File: config.mk
export PLATFORM = sky130hd
export DESIGN_NAME = bin_to_bcd_seq
export DESIGN_NICKNAME = d
export VERILOG_FILES = /design/src/rtl/bin_to_bcd_seq.sv
export SDC_FILE = /design/constraint.sdc
export NUM_CORES = 1
export LEC_CHECK = 0
export BUFFER_PORTS_ARGS = -buffer_cell sky130_fd_sc_hd__buf_2
export CORE_AREA = 2 2 81 64
export CTS_CLUSTER_DIAMETER = 200
export DETAILED_ROUTE_END_ITERATION = 6
export DIE_AREA = 0 0 83 66
export SYNTH_ARGS = -nofsm -noshare
export SYNTH_HDL_FRONTEND = slang
export SYNTH_SLANG_ARGS = --single-unit
File: constraint.sdc
create_clock -name clk -period 4.2 [get_ports clk]
set_input_delay 0.21 -clock clk [delete_from_list [all_inputs] [get_ports clk]]
set_output_delay 0.21 -clock clk [all_outputs]
set_load 0.05 [all_outputs]
File: src/rtl/bin_to_bcd_seq.sv
// Sequential double-dabble converter: unsigned binary to packed BCD, one bit per clock.
// A start in IDLE or DONE captures bin; the result lands in bcd with a one-cycle done pulse.
//
// state | meaning
// IDLE  | waiting for start; bcd holds the last result
// SHIFT | add-3 / shift iterations, one operand bit per clock
// DONE  | bcd freshly updated, done pulsed; start here chains the next operand
module bin_to_bcd_seq #(
  parameter int BIN_W  = 8,
  parameter int DIGITS = 3
) (
  input  logic                  clk,
  input  logic                  rst_n,
  input  logic                  start,
  input  logic [BIN_W-1:0]      bin,
  output logic                  busy,
  output logic                  done,
  output logic [4*DIGITS-1:0]   bcd
);

  localparam int BCD_W  = 4 * DIGITS;
  localparam int WORK_W = BCD_W + BIN_W;
  localparam int CNT_W  = $clog2(BIN_W + 1);
  localparam logic [CNT_W-1:0] LAST = CNT_W'(BIN_W - 1);

  // True when DIGITS decimal digits can hold every BIN_W-bit value.
  function automatic bit cfg_ok();
    longint unsigned p   = 64'd1;
    longint unsigned lim = 64'd1 << BIN_W;
    for (int i = 0; i < DIGITS && p < lim; i++) p = p * 64'd10;
    return p >= lim;
  endfunction

  localparam bit CFG_OK = cfg_ok();

  generate
    if (!CFG_OK) begin : g_cfg_check
      $error("bin_to_bcd_seq: DIGITS too small for BIN_W");
    end
  endgenerate

  typedef enum logic [1:0] {IDLE, SHIFT, DONE} state_t;

  state_t             state_q, state_d;
  logic [WORK_W-1:0]  work_q, work_d;
  logic [CNT_W-1:0]   cnt_q, cnt_d;
  logic [BCD_W-1:0]   bcd_q, bcd_d;
  logic [WORK_W-1:0]  adj, shifted;

  always_ff @(posedge clk or negedge rst_n) begin
    if (!rst_n) begin
      state_q <= IDLE;
      work_q  <= '0;
      cnt_q   <= '0;
      bcd_q   <= '0;
    end else begin
      state_q <= state_d;
      work_q  <= work_d;
      cnt_q   <= cnt_d;
      bcd_q   <= bcd_d;
    end
  end

  // One double-dabble iteration: correct each digit >= 5, then shift the whole register.
  always_comb begin
    adj = work_q;
    for (int k = 0; k < DIGITS; k++) begin
      if (adj[BIN_W+4*k +: 4] >= 4'd5) adj[BIN_W+4*k +: 4] = adj[BIN_W+4*k +: 4] + 4'd3;
    end
    shifted = {adj[WORK_W-2:0], 1'b0};
  end

  always_comb begin
    state_d = state_q;
    work_d  = work_q;
    cnt_d   = cnt_q;
    bcd_d   = bcd_q;
    busy    = 1'b0;
    done    = 1'b0;
    case (state_q)
      IDLE: begin
        if (start) begin
          work_d  = {{BCD_W{1'b0}}, bin};
          cnt_d   = '0;
          state_d = SHIFT;
        end
      end
      SHIFT: begin
        busy   = 1'b1;
        work_d = shifted;
        cnt_d  = cnt_q + CNT_W'(1);
        if (cnt_q == LAST) begin
          bcd_d   = shifted[WORK_W-1 -: BCD_W];
          state_d = DONE;
        end
      end
      DONE: begin
        done = 1'b1;
        if (start) begin
          work_d  = {{BCD_W{1'b0}}, bin};
          cnt_d   = '0;
          state_d = SHIFT;
        end else begin
          state_d = IDLE;
        end
      end
      default: state_d = IDLE;
    endcase
  end

  assign bcd = bcd_q;

endmodule

## After elaboration in Yosys (flattened, before gate mapping)

Index checks and enable logic that the tools add are counted.
Widths: inputs -> output; s select.

| word-level totals | value |
|---|---|
| register bits | 38 |
| logic and storage cells | 36 |

| operators by class | value |
|---|---|
| add/sub/neg operators | 4 |
| order comparisons | 3 |
| equal/unequal tests | 6 |
| muxes and demuxes | 13 |
| reductions and logical operators | 6 |

Operators by type and width:

| kind | count |
|---|---|
| $pmux 20 s2 | 1 |
| $mux 20 | 1 |
| $ge 4x3->1 const B | 3 |
| $mux 4 | 3 |
| $add 4x2->4 const B | 2 |
| $pmux 4 s2 | 1 |
| $pmux 2 s3 | 1 |
| $reduce_and 2->1 | 3 |
| $add 4x1->4 const B | 1 |
| $eq 4x3->1 const B | 1 |
| $mux 2 | 2 |
| $ne 2x2->1 const B | 2 |
| $add 3x2->3 const B | 1 |
| $mux 1 | 3 |
| $mux 3 | 1 |
| $eq 2x1->1 const B | 1 |
| $eq 2x2->1 const B | 1 |
| $logic_not 2->1 | 1 |
| $ne 2x1->1 const B | 1 |
| $reduce_bool 2->1 | 1 |
| $reduce_or 2->1 | 1 |

## Depth between registers and ports, before layout

| logic depth | value |
|---|---|
| depth in word-level cells | 4 |
| depth in mapped cells | 7 |
| gate-level depth less buffers | 6 |

## Worst setup path after synthesis

OpenSTA, ideal clock, no wires.

| path | value |
|---|---|
| kind | flip-flop to output port |
| start point | register state_q[0] |
| end point | output port done |
| data arrival time | 1400 ps |
| data required time | 3990 ps |
| setup slack | 2590 ps |
| stages on the path, launching flop included | 3 |
| buffers on the path | 1 |
| cell sequence | dfrtp_1 -> buf_1 -> nor2b_1 |

| between the ends | value |
|---|---|
| cells in the longest elaborated chain, start to end | 2 |

RTL lines:

| element | RTL line | text |
|---|---|---|
| start: declaration | 44 | `state_t state_q, state_d;` |
| start signal: assignment | 57 | `state_q <= state_d;` |
| $eq 2x2->1 | 80 | `case (state_q)` |
| $mux 1 | 80 |  |
| end: declaration | 17 | `output logic done,` |

Every way passes these cells.

## Final worst setup path

| path | value |
|---|---|
| start point | register state_q[0] |
| end point | register work_q[19] |

| between the ends | value |
|---|---|
| cells in the longest elaborated chain, start to end | 4 |
| elaborated cells on any way between the ends | 8 |

RTL lines:

| element | RTL line | text |
|---|---|---|
| $eq 2x2->1 / $logic_not 2->1 (equally long branches) | 80 |  |
| $reduce_or 2->1 (no line) | n/a |  |
| $ne 2x1->1 (no line) / $reduce_bool 2->1 (equally long branches) | n/a |  |
| $reduce_and 2->1 (no line) | n/a |  |
| end signal: assignment | 58 | `work_q <= work_d;` |
| end: declaration | 45 | `logic [WORK_W-1:0] work_q, work_d;` |

Several ways; a longest one is shown, not always the timed one.
A chain may end at the register's enable or synchronous reset.

==> impl_metrics.tcl <==
set metrics [dict create \
    drive_above_1_share_pct 25.7 \
    fp.dieH_um 66 \
    fillers 455 \
    synth_area_mm2 0.00180 \
    start_util_pct 38.2 \
    drt-pass1-iter-count 4 \
    h-tree-depth 2 \
    fin_cells 251 \
    hp-class "input pin to async pin" \
    holdBufCountCts 0 \
    grt_max_degree 39 \
    p_per_area_mw_per_mm2 895 \
    grt_setup_unrepaired "false" \
    die_x_um 83 \
    wl_per_cell_um 13.3 \
    num_vias 1261 \
    grt.total_usage_pct 14.0 \
    drtAntennaViolNets 0 \
    combPwrFrac_pct 47.0 \
    cts_root_buf "clkbuf_8" \
    finalNetCount 208 \
    pwr-share-seq_pct 36.6 \
    critPathBufInv 1 \
    crit_path_start_kind "register" \
    fin_area_mm2 0.00207 \
    setup-tns-final_ns 0 \
    hold_viol 0 \
    period_needed_ns 2.37 \
    critical_path.max_stage_delay_ns 0.82 \
    areaGrowthSynthToFinish_pct 15.0 \
    endpoint_kind "register" \
    p_clk_share_pct 16.4 \
    core_mm2 0.00471 \
    reg2reg_from "state_q[0]" \
    dpl-instance-area_mm2 0.00196 \
    setup_violations 0 \
    clock-sinks 38 \
    slew-limit-headroom_pct 26.4 \
    dp_hpwl_um 2280 \
    route.final.wire_length_um 3330 \
    gp_congestion 0.774 \
    worstPathCellList "nand2b_2 -> inv_2 -> a21oi_2 -> o21ai_0 -> o21ai_0" \
    cts.path.max_buffers 2 \
    portBuffers 24 \
    cts.clk_slew.worst_paths_ns 0.08 \
    rr_worst_depth 5 \
    synth_nets 183 \
    crit_top_cell "o21ai_0" \
    pin_count 25 \
    max_clock_freq_ghz 0.421 \
    tightest_slew_ns 1.10 \
    synth_top_cell_by_area "dfrtp_1" \
    cts_setup_buffers 0 \
    cts_resized 0 \
    grt_pass1_vias 1254 \
    outcome "complete, no violations" \
    ir_worst_vdd_mv 0.387 \
    drc_errors 0 \
    ys_top_cells_by_area "dfrtp_1, o21ai_0, mux2i_1" \
    placed_cells 243 \
    path_depth 5 \
    worstSkewPairLatency_ns 0.29 \
    critPathTopFamily "compound AO/OA/AOI/OAI gates" \
    ys_seq_area_share_pct 52.9 \
    cp_data_required_time_ns 4.41 \
    period_share_pct 56.5 \
    p_leak_uw 0.000954 \
    arrival_ns 2.58 \
    synth.avg_cell_area_um2 10.9 \
    critical_path.slowest_cell "a21oi_2" \
    maxCapViolations 0 \
    ys_ff_latch 38 \
    cts_buffers 5 \
    swShare_pct 44.8 \
    skew_ns 0.00828 \
    syn_inst 165 \
    cp_max_fo 29 \
    antenna_found_initial 0 \
    netlist.area_leader.share_pct 52.9 \
    drtIter0Drc 48 \
    ys_types 30 \
    post_drt_via_cell_ratio 5.02 \
    place_ws_ns 1.83 \
    report.final.slew_viol_count 0 \
    yosysWarnings 0 \
    antennaDiodeCount 0 \
    core.rowCount 22 \
    cellInternalPower_uw 1020 \
    grt_pass1_wl_um 6130 \
    switching_power_uw 829 \
    grt-ovfl-total 0 \
    die_area_mm2 0.00548 \
    worst-setup-path-type "register to register" \
    tritoncts "done" \
    crit_start "state_q[0]" \
    worst_slack_ns 1.83 \
]
==> cells in the final DEF (no fill, tap or decap) <==
| master | instances |
|---|---|
| nand2_1 | 17 |
| ha_1 | 7 |
| or3b_2 | 3 |
| inv_1 | 7 |
| a22o_1 | 7 |
| nor2_1 | 9 |
| a21oi_1 | 5 |
| nor3_4 | 1 |
| dfrtp_1 | 38 |
| xor2_1 | 1 |
| o21ai_0 | 23 |
| nand3_1 | 1 |
| mux2_2 | 7 |
| xnor2_1 | 3 |
| buf_2 | 24 |
| o2bb2ai_1 | 1 |
| nor2b_1 | 1 |
| bufinv_16 | 1 |
| inv_2 | 1 |
| nand2b_1 | 3 |
| nand4b_1 | 1 |
| clkbuf_8 | 5 |
| a31oi_1 | 3 |
| nor3b_1 | 2 |
| clkinv_2 | 2 |
| a21oi_2 | 4 |
| nand2b_2 | 1 |
| nor3_1 | 3 |
| mux2i_1 | 10 |
==> through the flow <==
step / total power (uW) / hold slack (ns) / utilization [%]
after floorplan: 1370 / -0.0856 / -
after global placement: 1550 / 0.358 / 41.6
after detailed placement: 1560 / 0.363 / 41.6
after CTS: 1880 / 0.0455 / 43.9
after global routing: 2010 / 0.0918 / 43.9
final: 1850 / 0.0188 / 43.9
==> cell type report <==
cell class / count / area [um^2] / area share [%]
Clock buffer: 5 / 68.8 / 3.33
Clock inverter: 3 / 40.0 / 1.94
Inverter: 8 / 30.0 / 1.45
Multi-Input combinational cell: 113 / 783 / 37.9
Sequential cell: 38 / 951 / 46.0
Tap cell: 60 / 75.1 / 3.63
Timing Repair Buffer: 24 / 120 / 5.81
==> per-layer routing <==
metal,global-route usage (%),share of wire [%],wire length (um)
met5,0,0,0
met4,4.30,1.0,34
met3,3.87,3.8,128
met2,21.2,42,1390
met1,19.7,53,1780
==> final timing paths <==
path | to | slack, ns
worst min-delay path | work_q[1] | 0.02
max in group asynchronous | bcd[1] | 3.65
worst max register to register | work_q[19] | 1.83
worst max-delay path | work_q[19] | 1.83
min in group clk | work_q[3] | 0.21
worst min register to register | work_q[2] | 0.48
==> power groups by stage <==
stage               registers [uW]  logic, uW  clock network [uW]
global placement               682        867                   0
detailed placement             684        877                   0
finish                         678        869                 304
CTS                            680        882                 313
global route                   711        969                 332
floorplan                      831        536                   0
==> cells by family (layout without fill, tap and decap cells) <==
logic type      count (synthesis)  in the layout  share of synthesized area, %
flops                          38             38                          52.9
buf+inv                        14             40                          3.82
simple gates                   42             42                          12.1
fa+ha+maj                       7              7                          4.87
mux                            17             17                          9.94
compound gates                 43             43                          14.5
xor+xnor                        4              4                          1.95
==> synthesized netlist by cell type <==
master,number
nand3_1,1
buf_6,1
nor3_4,1
nor2b_1,1
o2bb2ai_1,1
buf_2,1
ha_1,7
dfrtp_1,38
inv_1,7
o21ai_0,23
nor3_1,3
inv_2,1
buf_4,2
a21oi_2,3
a22o_1,7
nor3b_1,2
buf_1,1
or3b_2,3
mux2i_1,10
mux2_2,7
clkbuf_1,1
nand4b_1,1
nand2b_1,3
xor2_1,1
a31oi_1,3
nand2b_2,1
nor2_1,9
xnor2_1,3
nand2_1,17
a21oi_1,6
==> flip-flops by register name (all words and copies together), names as in the netlist <==
| signal | cells |
|---|---|
| work_q | 20 |
| state_q | 2 |
| bcd | 12 |
| cnt_q | 4 |
Power figures use the tool's default switching activity.
